File: src/rtl/fb_axi_wr_ctrl_if.sv
// FIFO-side and AXI write-channel signals of the frame-buffer write stage.
// master = write controller, slave = FIFO/DDR side.
interface fb_axi_wr_ctrl_if;
  logic [127:0] fifo_rdata;
  logic [9:0]   fifo_rd_count;
  logic         fifo_rd_en;

  logic [31:0]  axi_awaddr;
  logic [7:0]   axi_awlen;
  logic [2:0]   axi_awsize;
  logic [1:0]   axi_awburst;
  logic         axi_awvalid;
  logic         axi_awready;

  logic [127:0] axi_wdata;
  logic [15:0]  axi_wstrb;
  logic         axi_wlast;
  logic         axi_wvalid;
  logic         axi_wready;

  logic [1:0]   axi_bresp;
  logic         axi_bvalid;
  logic         axi_bready;

  modport master (
    input  fifo_rdata, fifo_rd_count, axi_awready, axi_wready, axi_bresp, axi_bvalid,
    output fifo_rd_en, axi_awaddr, axi_awlen, axi_awsize, axi_awburst, axi_awvalid,
           axi_wdata, axi_wstrb, axi_wlast, axi_wvalid, axi_bready
  );

  modport slave (
    output fifo_rdata, fifo_rd_count, axi_awready, axi_wready, axi_bresp, axi_bvalid,
    input  fifo_rd_en, axi_awaddr, axi_awlen, axi_awsize, axi_awburst, axi_awvalid,
           axi_wdata, axi_wstrb, axi_wlast, axi_wvalid, axi_bready
  );
endinterface

File: src/rtl/fb_axi_wr_ctrl.sv
// Frame-buffer write stage: drains a FWFT line FIFO into DDR as fixed-length
// AXI INCR bursts, one burst outstanding at a time, wrapping once per frame.
//
// state       | meaning
// S_IDLE      | waiting for DDR calibration (init flag)
// S_WAIT_DATA | waiting for a full burst worth of words in the FIFO
// S_WR_ADDR   | AW valid, address held until accepted
// S_WR_DATA   | streaming beats, wvalid held high
// S_WR_RESP   | bready high, waiting for the B response
module fb_axi_wr_ctrl #(
  parameter logic [31:0] START_ADDR   = 32'h0020_0000,
  parameter int unsigned BURST_BEATS  = 64,
  parameter int unsigned ADDR_INC     = 1024,
  parameter int unsigned FRAME_BURSTS = 1800
) (
  input  logic             clk,
  input  logic             rst_n,
  input  logic             ddr_init_done,
  fb_axi_wr_ctrl_if.master bus,
  output logic             frame_done,
  output logic             wr_err
);

  localparam int unsigned BW = (BURST_BEATS > 2) ? $clog2(BURST_BEATS) : 1;
  localparam int unsigned IW = (FRAME_BURSTS > 2) ? $clog2(FRAME_BURSTS) : 1;

  localparam logic [BW-1:0] C_BEAT_PRE = BW'(BURST_BEATS - 2);
  localparam logic [IW-1:0] C_IDX_LAST = IW'(FRAME_BURSTS - 1);
  localparam logic [9:0]    C_CNT_MIN  = 10'(BURST_BEATS);
  localparam logic [31:0]   C_INC      = 32'(ADDR_INC);
  localparam logic [7:0]    C_AWLEN    = 8'(BURST_BEATS - 1);

  typedef enum logic [2:0] {
    S_IDLE,
    S_WAIT_DATA,
    S_WR_ADDR,
    S_WR_DATA,
    S_WR_RESP
  } t_state;

  t_state        r_state;
  logic          r_init;
  logic [31:0]   r_awaddr;
  logic [IW-1:0] r_idx;
  logic [BW-1:0] r_beat;
  logic          r_awvalid;
  logic          r_wvalid;
  logic          r_wlast;
  logic          r_bready;
  logic          r_frame_done;
  logic          r_wr_err;

  always_ff @(posedge clk or negedge rst_n) begin
    if (!rst_n) begin
      r_state      <= S_IDLE;
      r_init       <= 1'b0;
      r_awaddr     <= START_ADDR;
      r_idx        <= '0;
      r_beat       <= '0;
      r_awvalid    <= 1'b0;
      r_wvalid     <= 1'b0;
      r_wlast      <= 1'b0;
      r_bready     <= 1'b0;
      r_frame_done <= 1'b0;
      r_wr_err     <= 1'b0;
    end else begin
      r_frame_done <= 1'b0;
      if (ddr_init_done) r_init <= 1'b1;

      case (r_state)
        S_IDLE: begin
          if (r_init) r_state <= S_WAIT_DATA;
        end
        S_WAIT_DATA: begin
          if (bus.fifo_rd_count >= C_CNT_MIN) begin
            r_awvalid <= 1'b1;
            r_state   <= S_WR_ADDR;
          end
        end
        S_WR_ADDR: begin
          if (bus.axi_awready) begin
            r_awvalid <= 1'b0;
            r_wvalid  <= 1'b1;
            r_state   <= S_WR_DATA;
          end
        end
        S_WR_DATA: begin
          // wvalid is always high here, so wready alone marks a beat
          if (bus.axi_wready) begin
            if (r_wlast) begin
              r_wvalid <= 1'b0;
              r_wlast  <= 1'b0;
              r_beat   <= '0;
              r_bready <= 1'b1;
              r_state  <= S_WR_RESP;
            end else begin
              r_beat  <= r_beat + 1'b1;
              r_wlast <= (r_beat == C_BEAT_PRE);
            end
          end
        end
        S_WR_RESP: begin
          if (bus.axi_bvalid) begin
            r_bready <= 1'b0;
            r_state  <= S_WAIT_DATA;
            if (bus.axi_bresp != 2'b00) r_wr_err <= 1'b1;
            if (r_idx == C_IDX_LAST) begin
              r_awaddr     <= START_ADDR;
              r_idx        <= '0;
              r_frame_done <= 1'b1;
            end else begin
              r_awaddr <= r_awaddr + C_INC;
              r_idx    <= r_idx + 1'b1;
            end
          end
        end
        default: r_state <= S_IDLE;
      endcase
    end
  end

  assign bus.fifo_rd_en  = r_wvalid & bus.axi_wready;
  assign bus.axi_awaddr  = r_awaddr;
  assign bus.axi_awlen   = C_AWLEN;
  assign bus.axi_awsize  = 3'b100;
  assign bus.axi_awburst = 2'd1;
  assign bus.axi_awvalid = r_awvalid;
  assign bus.axi_wdata   = bus.fifo_rdata;
  assign bus.axi_wstrb   = 16'hFFFF;
  assign bus.axi_wlast   = r_wlast;
  assign bus.axi_wvalid  = r_wvalid;
  assign bus.axi_bready  = r_bready;
  assign frame_done      = r_frame_done;
  assign wr_err          = r_wr_err;

endmodule

File: src/flat_wrapper.sv
// flat-port wrapper written by rule: the top's interface ports become plain ports
module fb_axi_wr_ctrl_flat 
#(
  parameter logic [31:0] START_ADDR   = 32'h0020_0000,
  parameter int unsigned BURST_BEATS  = 64,
  parameter int unsigned ADDR_INC     = 1024,
  parameter int unsigned FRAME_BURSTS = 1800
)
  (clk, rst_n, ddr_init_done, frame_done, wr_err, bus_fifo_rdata, bus_fifo_rd_count, bus_axi_awready, bus_axi_wready, bus_axi_bresp, bus_axi_bvalid, bus_fifo_rd_en, bus_axi_awaddr, bus_axi_awlen, bus_axi_awsize, bus_axi_awburst, bus_axi_awvalid, bus_axi_wdata, bus_axi_wstrb, bus_axi_wlast, bus_axi_wvalid, bus_axi_bready);
  fb_axi_wr_ctrl_if bus_i ();
  input  logic clk;
  input  logic rst_n;
  input  logic ddr_init_done;
  output logic frame_done;
  output logic wr_err;
  input wire logic [$bits(bus_i.fifo_rdata)-1:0] bus_fifo_rdata;
  input wire logic [$bits(bus_i.fifo_rd_count)-1:0] bus_fifo_rd_count;
  input wire logic [$bits(bus_i.axi_awready)-1:0] bus_axi_awready;
  input wire logic [$bits(bus_i.axi_wready)-1:0] bus_axi_wready;
  input wire logic [$bits(bus_i.axi_bresp)-1:0] bus_axi_bresp;
  input wire logic [$bits(bus_i.axi_bvalid)-1:0] bus_axi_bvalid;
  output wire logic [$bits(bus_i.fifo_rd_en)-1:0] bus_fifo_rd_en;
  output wire logic [$bits(bus_i.axi_awaddr)-1:0] bus_axi_awaddr;
  output wire logic [$bits(bus_i.axi_awlen)-1:0] bus_axi_awlen;
  output wire logic [$bits(bus_i.axi_awsize)-1:0] bus_axi_awsize;
  output wire logic [$bits(bus_i.axi_awburst)-1:0] bus_axi_awburst;
  output wire logic [$bits(bus_i.axi_awvalid)-1:0] bus_axi_awvalid;
  output wire logic [$bits(bus_i.axi_wdata)-1:0] bus_axi_wdata;
  output wire logic [$bits(bus_i.axi_wstrb)-1:0] bus_axi_wstrb;
  output wire logic [$bits(bus_i.axi_wlast)-1:0] bus_axi_wlast;
  output wire logic [$bits(bus_i.axi_wvalid)-1:0] bus_axi_wvalid;
  output wire logic [$bits(bus_i.axi_bready)-1:0] bus_axi_bready;
  assign bus_i.fifo_rdata = bus_fifo_rdata;
  assign bus_i.fifo_rd_count = bus_fifo_rd_count;
  assign bus_i.axi_awready = bus_axi_awready;
  assign bus_i.axi_wready = bus_axi_wready;
  assign bus_i.axi_bresp = bus_axi_bresp;
  assign bus_i.axi_bvalid = bus_axi_bvalid;
  assign bus_fifo_rd_en = bus_i.fifo_rd_en;
  assign bus_axi_awaddr = bus_i.axi_awaddr;
  assign bus_axi_awlen = bus_i.axi_awlen;
  assign bus_axi_awsize = bus_i.axi_awsize;
  assign bus_axi_awburst = bus_i.axi_awburst;
  assign bus_axi_awvalid = bus_i.axi_awvalid;
  assign bus_axi_wdata = bus_i.axi_wdata;
  assign bus_axi_wstrb = bus_i.axi_wstrb;
  assign bus_axi_wlast = bus_i.axi_wlast;
  assign bus_axi_wvalid = bus_i.axi_wvalid;
  assign bus_axi_bready = bus_i.axi_bready;
  fb_axi_wr_ctrl #(.START_ADDR(START_ADDR), .BURST_BEATS(BURST_BEATS), .ADDR_INC(ADDR_INC), .FRAME_BURSTS(FRAME_BURSTS)) u_core (.clk(clk), .rst_n(rst_n), .ddr_init_done(ddr_init_done), .bus(bus_i), .frame_done(frame_done), .wr_err(wr_err));
endmodule
File: config.mk
export PLATFORM = sky130hd
export DESIGN_NAME = fb_axi_wr_ctrl_flat
export DESIGN_NICKNAME = d
export VERILOG_FILES = /design/src/rtl/fb_axi_wr_ctrl_if.sv /design/src/rtl/fb_axi_wr_ctrl.sv /design/src/flat_wrapper.sv
export SDC_FILE = /design/constraint.sdc
export NUM_CORES = 1
export LEC_CHECK = 0
export CORE_AREA = 8 8 128 130
export CTS_CLUSTER_SIZE = 30
export DETAILED_ROUTE_END_ITERATION = 8
export DIE_AREA = 0 0 136 138
export PLACE_DENSITY_LB_ADDON = 0.12
export SLEW_MARGIN = 20
export SYNTH_ARGS = -nofsm -noshare
export SYNTH_HDL_FRONTEND = slang
export SYNTH_SLANG_ARGS = --single-unit
File: constraint.sdc
create_clock -name clk -period 5.5 [get_ports clk]
set_input_delay 0.825 -clock clk [delete_from_list [all_inputs] [get_ports clk]]
set_output_delay 0.825 -clock clk [all_outputs]
set_load 0.1 [all_outputs]
==> out/metrics.cfg, run 1 <==
[run_status]
status=completed

[clock_network]
cts_tree=yes
ctsLongestPathBuffers=2
clk_latency_ns=0.29
clk_pin_slew_ns=0.07
post_cts_buffers=0
cts_sinks=49
cts_buffers=5
clockRootBuffer=clkbuf_16
htree_levels=2
cts_hold_buf=0
cts_resized=0

[sta]
setup_violations=0
slew_headroom_pct=30.5
clock.fmax_ghz=0.291
worstMarginPinSlew_ns=1.04
fin_ws_ns=2.07
finalSetupTns_ns=0
final_max_slew_viol_count=0
fin_crit_sh_pct=62.4
grt_setup_unrepaired=false
period_needed_ns=3.43
skew_ns=0.00530
hold_violations=0

[placed_design]
hpwlAfterDp_um=6720
dp_slack_ns=2.05
io_buffers=40
gp_congestion=0.710

[setup_path]
path_delay_family=buffers and inverters
slowest_stage=clkdlybuf4s50_1
cp_num_buf_inv=2
path_cells=clkdlybuf4s50_1, and2_1, clkdlybuf4s50_1
crit_type=in -> out
crit_fanout=4
critPathMostFrequentCell=clkdlybuf4s50_1
max_stage_delay_ns=1.12
cp.required_ns=4.68
worstSetupEndpointType=output port
start_kind=input pin
arrival_ns=2.61

[global_route]
antenna_found_initial=0
grt_pass1_vias=2258
grt_util_met1_pct=9.87
grt_use_met2_pct=15.1
grt_max_degree=50
grt_pass1_wl_um=13600
top_usage_layer=met2
grt.overflow.total=0
grtUsageMet3_pct=3.44
track_usage_pct=9.21

[job]
cap_violations=0

[die]
dieWidth_um=136
rows=44
core-area_mm2=0.0143
io_pins=342
dieArea_mm2=0.0188
die_h_um=138
start_util_pct=26.1

[drt]
drc_errors=0
firstDrtPassIters=4
drt-total-wl_um=8990
post_drt_wl_per_cell_um=17.2
drtIter0Drc=115
dr_total_vias=2274
ant_nets=0
vias_per_cell=4.34

[synth]
ys_seq_area_share_pct=32.8
post_synth_xor_area_fraction_pct=4.68
synth_cells=430
netlist_area_mm2=0.00374
avgSynthCellArea_um2=8.70
synth_compound_area_share_pct=6.89
muxShareOfSynthArea_pct=0.535
synth_top_family_by_area=buffers and inverters
synth_fa_ha_area_share_pct=1.34
synth_cell_types=42
yosys_warnings=0
yosys.area_share.simple_pct=17.9
ys_ff_latch=49

[layout]
final_cell_mix=dfrtp_1 (48), conb_1 (39), clkdlybuf4s50_1 (39)
syn_to_final_growth_pct=-9.06
n_antenna_cell=0
fillers=1561
final_common_cell=dfrtp_1
fin_nets=489
drive_gt1_share_pct=5.59

[pwr]
power_density_mw_per_mm2=372
leakage_nw=1.38
ir_worst_vdd_mv=0.145

[hold_path]
worstHoldPathType=reg -> reg

## sequential cells by signal (all words and copies together), names as in the netlist, 3 cells and up
name,count
u_core.bus.axi_awaddr,22
u_core.r_idx,11
u_core.r_state,3
u_core.r_beat,6
## cells by family (layout without fill, tap and decap cells)
logic type / after synthesis / in the layout
multiplexers: 2 / 2
other: 2 / 39
AND/OR/NAND/NOR: 124 / 124
AO/OA/AOI/OAI: 43 / 43
XOR/XNOR: 20 / 20
buffers and inverters: 186 / 59
adder cells (fa/ha/maj): 4 / 4
flip-flops: 49 / 49
## final cells by class
cell class	instances	area [um2]	share of cell area, %
well taps	184	230	6.77
repair buffers	43	418	12.3
multi-input cells	232	1320	38.8
flip-flops and latches	49	1230	36.1
clock inverters	2	37.5	1.10
clock buffers	6	139	4.08
inverters	8	30.0	0.883
## path summary, 6_finish.rpt
kind                            slack, ns       startpoint  depth (start not counted)                   endpoint
worst max-delay path                 2.07   bus_axi_wready                          3             bus_fifo_rd_en
worst min-delay path                 0.49    u_core.r_init                          1              u_core.r_init
worst max register to register       3.16  u_core.r_idx[0]                          6  u_core.bus.axi_awaddr[26]
worst min register to register       0.49    u_core.r_init                          1              u_core.r_init
max in group asynchronous            4.40            rst_n                          2           u_core.r_beat[2]
min in group asynchronous            0.65            rst_n                          2  u_core.bus.axi_awaddr[27]
## power breakdown
part	switching [mW]	internal [mW]
combinational	0.327	0.0993
clock	0.142	0.227
sequential	0.0663	0.403
total	0.535	0.730
## metrics by stage
stage	cell area (um2)	utilization, %	cells	hold slack (ns)	power, mW
after floorplan	3880	-	467	0.441	1.28
after global placement	3230	22.5	516	0.463	0.905
after detailed placement	3230	22.5	516	0.466	0.905
after CTS	3400	23.8	524	0.493	1.29
after global routing	3400	23.8	524	0.514	1.34
final	3400	23.8	524	0.487	1.26
## routing by layer
metal,wire [um],up-vias
met5,0,-
met2,4270,101
met3,899,43
met1,3430,1073
met4,398,0
li1,-,1057
## synthesized netlist by cell type (all sizes together)
cell type	number	area share, %
or3	2	0.33
nor2b	1	0.17
a21o	1	0.20
dfrtp	48	32
inv	8	0.80
nand4bb	3	0.90
nand3b	3	0.60
xnor2	16	3.7
buf	168	34
o31ai	6	1.2
o41ai	1	0.23
a21oi	14	1.9
nand4b	1	0.23
nor4bb	1	0.27
and4	3	0.70
nand3	15	2.0
mux2i	2	0.54
and4bb	1	0.33
nor3	9	1.2
and2	3	0.50
dfstp	1	0.70
a22o	2	0.47
clkbuf	10	1.0
nand2	26	2.7
nor2	25	2.5
o21ai	14	1.9
or2	1	0.17
a31oi	2	0.33
o21ba	1	0.27
o21bai	1	0.20
a32oi	1	0.23
xor2	4	0.94
and3	2	0.33
ha	4	1.3
nand2b	2	0.33
or4	4	0.90
conb	2	0.20
nand4	13	2.2
nor4	9	1.5
Power figures use the tool's default switching activity.
==> run 2, diff against run 1 <==
Settings changed: CORE_AREA 8 8 128 130 to 8 8 126 128, DIE_AREA 0 0 136 138 to 0 0 134 136.
Clock period 5.5 ns to 2.7 ns, I/O delays scaled along.
==> run 2 against run 1 <==
Effect of this change: design area fell by 1.9%; sequential power rose by 100%; via count rose by 2.1%; setup slack got worse by 1.3 ns; count of clock-buffer cells in the layout rose by 2; sequential share of layout area rose by 0.70 points; register-to-register slack got worse by 2.4 ns; critical path depth rose by 1; clock skew barely moved; highest routed layer unchanged.
==> out/metrics.cfg, run 2 (synthesis gave the netlist of run 1 again) <==
[placed_design]
dpl_cell_area_mm2=0.00319
dp_slack_ns=0.516
place_inst=521
hpwlAfterDp_um=7620
io_buffers=40
gp_congestion=0.709

[drt]
firstDrtPassIters=4
met2_length_um=4690
vias_per_cell=4.39
ant_nets=0
dr_total_vias=2321
drc_errors=0
met3WireLength_um=1070
drtIter0Drc=119
drt-total-wl_um=9460
post_drt_wl_per_cell_um=17.9
highest_layer=met4
drt-met1-wl_um=3240

[layout]
stdcell_count=529
design_area_mm2=0.00334
multiInputGateArea_mm2=0.00132
n_antenna_cell=0
fin_nets=494
final_cell_mix=dfrtp_1 (48), conb_1 (39), buf_4 (37)
drive_gt1_share_pct=14.8
syn_to_final_growth_pct=-10.8
regArea_mm2=0.00123
final_common_cell=dfrtp_1
fillers=1553
final_util_pct=23.8
largest_reg_flops=22

[sta]
final_max_slew_viol_count=0
hold_violations=0
fin_ws_ns=0.764
finalSetupTns_ns=0
holdWs_ns=0.0132
slew_headroom_pct=60.3
period_needed_ns=1.94
clock.fmax_ghz=0.517
worstMarginPinSlew_ns=0.590
skew_ns=0.00552
setup_violations=0
fin_crit_sh_pct=71.7
grt_setup_unrepaired=false

[clock_network]
ctsLongestPathBuffers=2
post_cts_buffers=0
clockRootBuffer=clkbuf_16
cts_buffers=5
cts_hold_buf=0
cts_tree=yes
clk_pin_slew_ns=0.06
htree_levels=2
clk_latency_ns=0.29
cts_sinks=49
cts_resized=0

[job]
cap_violations=0

[setup_path]
reg2reg_to=u_core.bus.axi_awaddr[31]
rr_worst_depth=4
cp_num_buf_inv=0
crit_type=reg -> reg
reg2reg_slack_ns=0.76
path_cells=nand4_1, or4_4, or4_1, a21oi_1
start_kind=flip-flop
arrival_ns=2.15
path_delay_family=simple AND/OR/NAND/NOR gates
worstSetupEndpointType=flip-flop
reg2reg_from=u_core.bus.axi_awaddr[21]
max_stage_delay_ns=0.58
cp.required_ns=2.91
slowest_stage=dfstp_2
crit_fanout=13

[global_route]
grt_pass1_vias=2323
antenna_found_initial=0
grt_max_degree=20
track_usage_pct=9.90
grt_pass1_wl_um=14000
grt.overflow.total=0

[die]
io_pins=342
start_util_pct=26.6
dieArea_mm2=0.0182
rows=44
dieWidth_um=134
core-area_mm2=0.0140
die_h_um=136

[pwr]
leakage_nw=1.44
power_density_mw_per_mm2=737
ir_worst_vdd_mv=0.230
power_mw=2.46

[hold_path]
worstHoldPathType=in -> async

[run_status]
status=completed

-- run 2: cell types whose count changed in the layout (fill, tap and decap cells not counted) --
| cell | previous run | this run |
|---|---|---|
| buf_4 | 3 | 37 |
| clkdlybuf4s50_1 | 39 | 10 |
| clkbuf_1 | 0 | 2 |
| bufinv_16 | 1 | 0 |
| clkinvlp_4 | 1 | 0 |
-- run 2: layout make-up --
class                   count  share of cell area (%)
multi-input cells         232                    39.6
well taps                 184                    6.90
flip-flops and latches     49                    36.8
repair buffers             48                    11.5
clock buffers               8                    4.39
inverters                   8                   0.900
-- run 2: routing by layer --
metal  global-route usage (%)  vias to the layer above
met4                     5.49                        0
met5                    0.554                        -
met1                     9.75                     1093
li1                         -                     1067
met2                     17.1                      118
met3                     4.47                       43
-- run 2: worst max-delay path by stage --
stage	startpoint	end	cells past startpoint	slack (ns)
6_report	u_core.bus.axi_awaddr[21]	u_core.bus.axi_awaddr[31]	4	0.76
4_1_cts	u_core.bus.axi_awaddr[21]	u_core.bus.axi_awaddr[31]	4	0.75
3_3_place_gp	bus_axi_bvalid	u_core.bus.axi_awaddr[23]	6	0.55
3_5_place_dp	bus_axi_bvalid	u_core.bus.axi_awaddr[23]	6	0.52
2_1_floorplan	u_core.bus.axi_awaddr[22]	u_core.bus.axi_awaddr[31]	4	0.31
5_1_grt	u_core.r_idx[0]	u_core.bus.axi_awaddr[23]	6	0.61
-- run 2: power by group --
| part | internal [mW] | switching (mW) | total, mW |
|---|---|---|---|
| clock | 0.370 | 0.268 | 0.638 |
| combinational | 0.197 | 0.665 | 0.863 |
| sequential | 0.821 | 0.136 | 0.958 |
==> run 3, diff against run 2 <==
Settings changed: CORE_AREA 8 8 126 128 to 8 8 128 130, DIE_AREA 0 0 134 136 to 0 0 136 138.
Clock period 2.7 ns to 1.8 ns, I/O delays scaled along.
==> run 3 against run 2 <==
Effect of this change: clock skew about the same; largest cell class unchanged; non-clock buffer count increased by 33; sequential power increased by 47%; highest routed layer unchanged; cell count increased by 6.2%; combinational power increased by 77%; routed wire length decreased by 2.1%; core utilization increased by 4.3 points; the flow now finishes with violations (negative setup slack); setup slack got worse by 0.89 ns; clock power increased by 72%.
==> out/metrics.cfg, run 3 (synthesis gave the netlist of run 1 again) <==
[setup_path]
worstSetupEndpointType=flip-flop
arrival_ns=2.13
cp_num_buf_inv=1
cp.required_ns=2.01
max_stage_delay_ns=0.61
reg2reg_from=u_core.bus.axi_awaddr[21]
path_delay_family=simple AND/OR/NAND/NOR gates
slowest_stage=dfstp_4
reg2reg_to=u_core.bus.axi_awaddr[25]
crit_type=reg -> reg
path_cells=nand4_1, or4_4, buf_4, or3_1, a21oi_1
reg2reg_slack_ns=-0.12
rr_worst_depth=5
start_kind=flip-flop
crit_fanout=7

[sta]
fin_ws_ns=-0.123
skew_ns=0.00538
period_needed_ns=1.92
worstMarginPinSlew_ns=0.502
final_max_slew_viol_count=0
slew_headroom_pct=66.5
clock.fmax_ghz=0.520
grt_setup_unrepaired=true
fin_crit_sh_pct=107
setup_violations=5
hold_violations=0

[drt]
post_drt_wl_per_cell_um=16.5
firstDrtPassIters=4
vias_per_cell=4.30
drc_errors=0
dr_total_vias=2419
drtIter0Drc=102
ant_nets=0
drt-total-wl_um=9270

[placed_design]
hpwlAfterDp_um=7500
io_buffers=40
place_inst=553
dpl_cell_area_mm2=0.00382
gp_congestion=0.732

[hold_path]
holdPathEnd=u_core.r_init
hold_depth=1
hold_start=u_core.r_init
worstHoldPathType=reg -> reg

[global_route]
grt_pass1_vias=2500
grt_max_degree=32
grt_util_met1_pct=10.0
antenna_found_initial=0
track_usage_pct=9.56
grt.overflow.total=0
top_usage_layer=met2
grtUsageMet3_pct=3.80
grt_pass1_wl_um=14300
grt_use_met2_pct=16.2

[clock_network]
htree_levels=2
clockRootBuffer=clkbuf_16
ctsLongestPathBuffers=2
cts_tree=yes
cts_sinks=49
clk_pin_slew_ns=0.07
clk_latency_ns=0.29
cts_buffers=5
post_cts_buffers=0

[layout]
fillers=1526
syn_to_final_growth_pct=7.32
stdcell_count=562
design_area_mm2=0.00402
fin_nets=527
final_cell_mix=buf_4 (41), conb_1 (39), dfrtp_1 (29)
drive_gt1_share_pct=28.3
n_antenna_cell=0
final_util_pct=28.1
largest_reg_flops=22
final_common_cell=buf_4

[die]
core-area_mm2=0.0143
io_pins=342
dieWidth_um=136
die_h_um=138
dieArea_mm2=0.0188
start_util_pct=26.1
rows=44

[run_status]
status=finished with violations
violations=negative setup slack

[pwr]
pwr-share-seq_pct=34.9
power_density_mw_per_mm2=1000
power_frac_comb_pct=37.9
p_clk_share_pct=27.2
leakage_nw=1.68
ir_worst_vdd_mv=0.364
p_switching_mw=1.64
internal_power_mw=2.39
swShare_pct=40.6

[job]
cap_violations=0

## run 3: what timing repair did
item / CTS / global route
hold endpoints to repair: 18 / 0
endpoints found under the setup margin: 5 / 7
pin swaps: 1 / 1
gates resized for setup: 2 / 0
hold buffers: 1 / 0
## run 3: layout make-up
type,count,area [um2],area share [%]
clock buffer,7,143,3.55
inverter,8,30.0,0.748
multi-input combinational,232,1340,33.3
clock inverter,1,30.0,0.748
tap,184,230,5.73
timing repair buffer,81,983,24.5
sequential,49,1260,31.4
## run 3: through the flow
step / total power [mW] / hold slack, ns / worst slack [ns] / TNS, ns
after detailed placement: 2.97 / 0.264 / -0.133 / -1.35
after global placement: 2.96 / 0.265 / -0.126 / -1.16
after global routing: 4.27 / 0.510 / -0.186 / -0.810
after CTS: 4.10 / 0.478 / -0.123 / -0.443
after floorplan: 3.92 / -0.0256 / -0.266 / -1.33
final: 4.03 / 0.474 / -0.123 / -0.412
## run 3: worst max-delay path by stage
stage                         startpoint                        end  slack (ns)  depth (start not counted)
2_1_floorplan  u_core.bus.axi_awaddr[21]  u_core.bus.axi_awaddr[31]       -0.27                          4
5_1_grt        u_core.bus.axi_awaddr[21]  u_core.bus.axi_awaddr[25]       -0.19                          5
4_1_cts        u_core.bus.axi_awaddr[21]  u_core.bus.axi_awaddr[25]       -0.12                          5
3_3_place_gp              bus_axi_bvalid  u_core.bus.axi_awaddr[31]       -0.13                          5
3_5_place_dp              bus_axi_bvalid  u_core.bus.axi_awaddr[29]       -0.13                          5
6_report       u_core.bus.axi_awaddr[21]  u_core.bus.axi_awaddr[25]       -0.12                          5
## run 3: power by group through the flow
stage,Combinational [mW],Sequential (mW),Clock (mW)
finish,1.53,1.41,1.10
global route,1.65,1.44,1.18
CTS,1.54,1.41,1.14
detailed placement,1.54,1.43,0
global placement,1.53,1.43,0
floorplan,2.23,1.69,0
## run 3: routing by layer
metal | vias to the layer above | share of wire [%]
met2 | 138 | 50
met3 | 24 | 11
met5 | - | 0
met1 | 1128 | 36
met4 | 0 | 3.0
li1 | 1129 | -
## run 3: worst reg2reg max path, cell delays in order (launching register included)
cell	delay, ns
dfstp_4	0.61
nand4_1	0.09
or4_4	0.48
buf_4	0.19
or3_1	0.34
a21oi_1	0.14
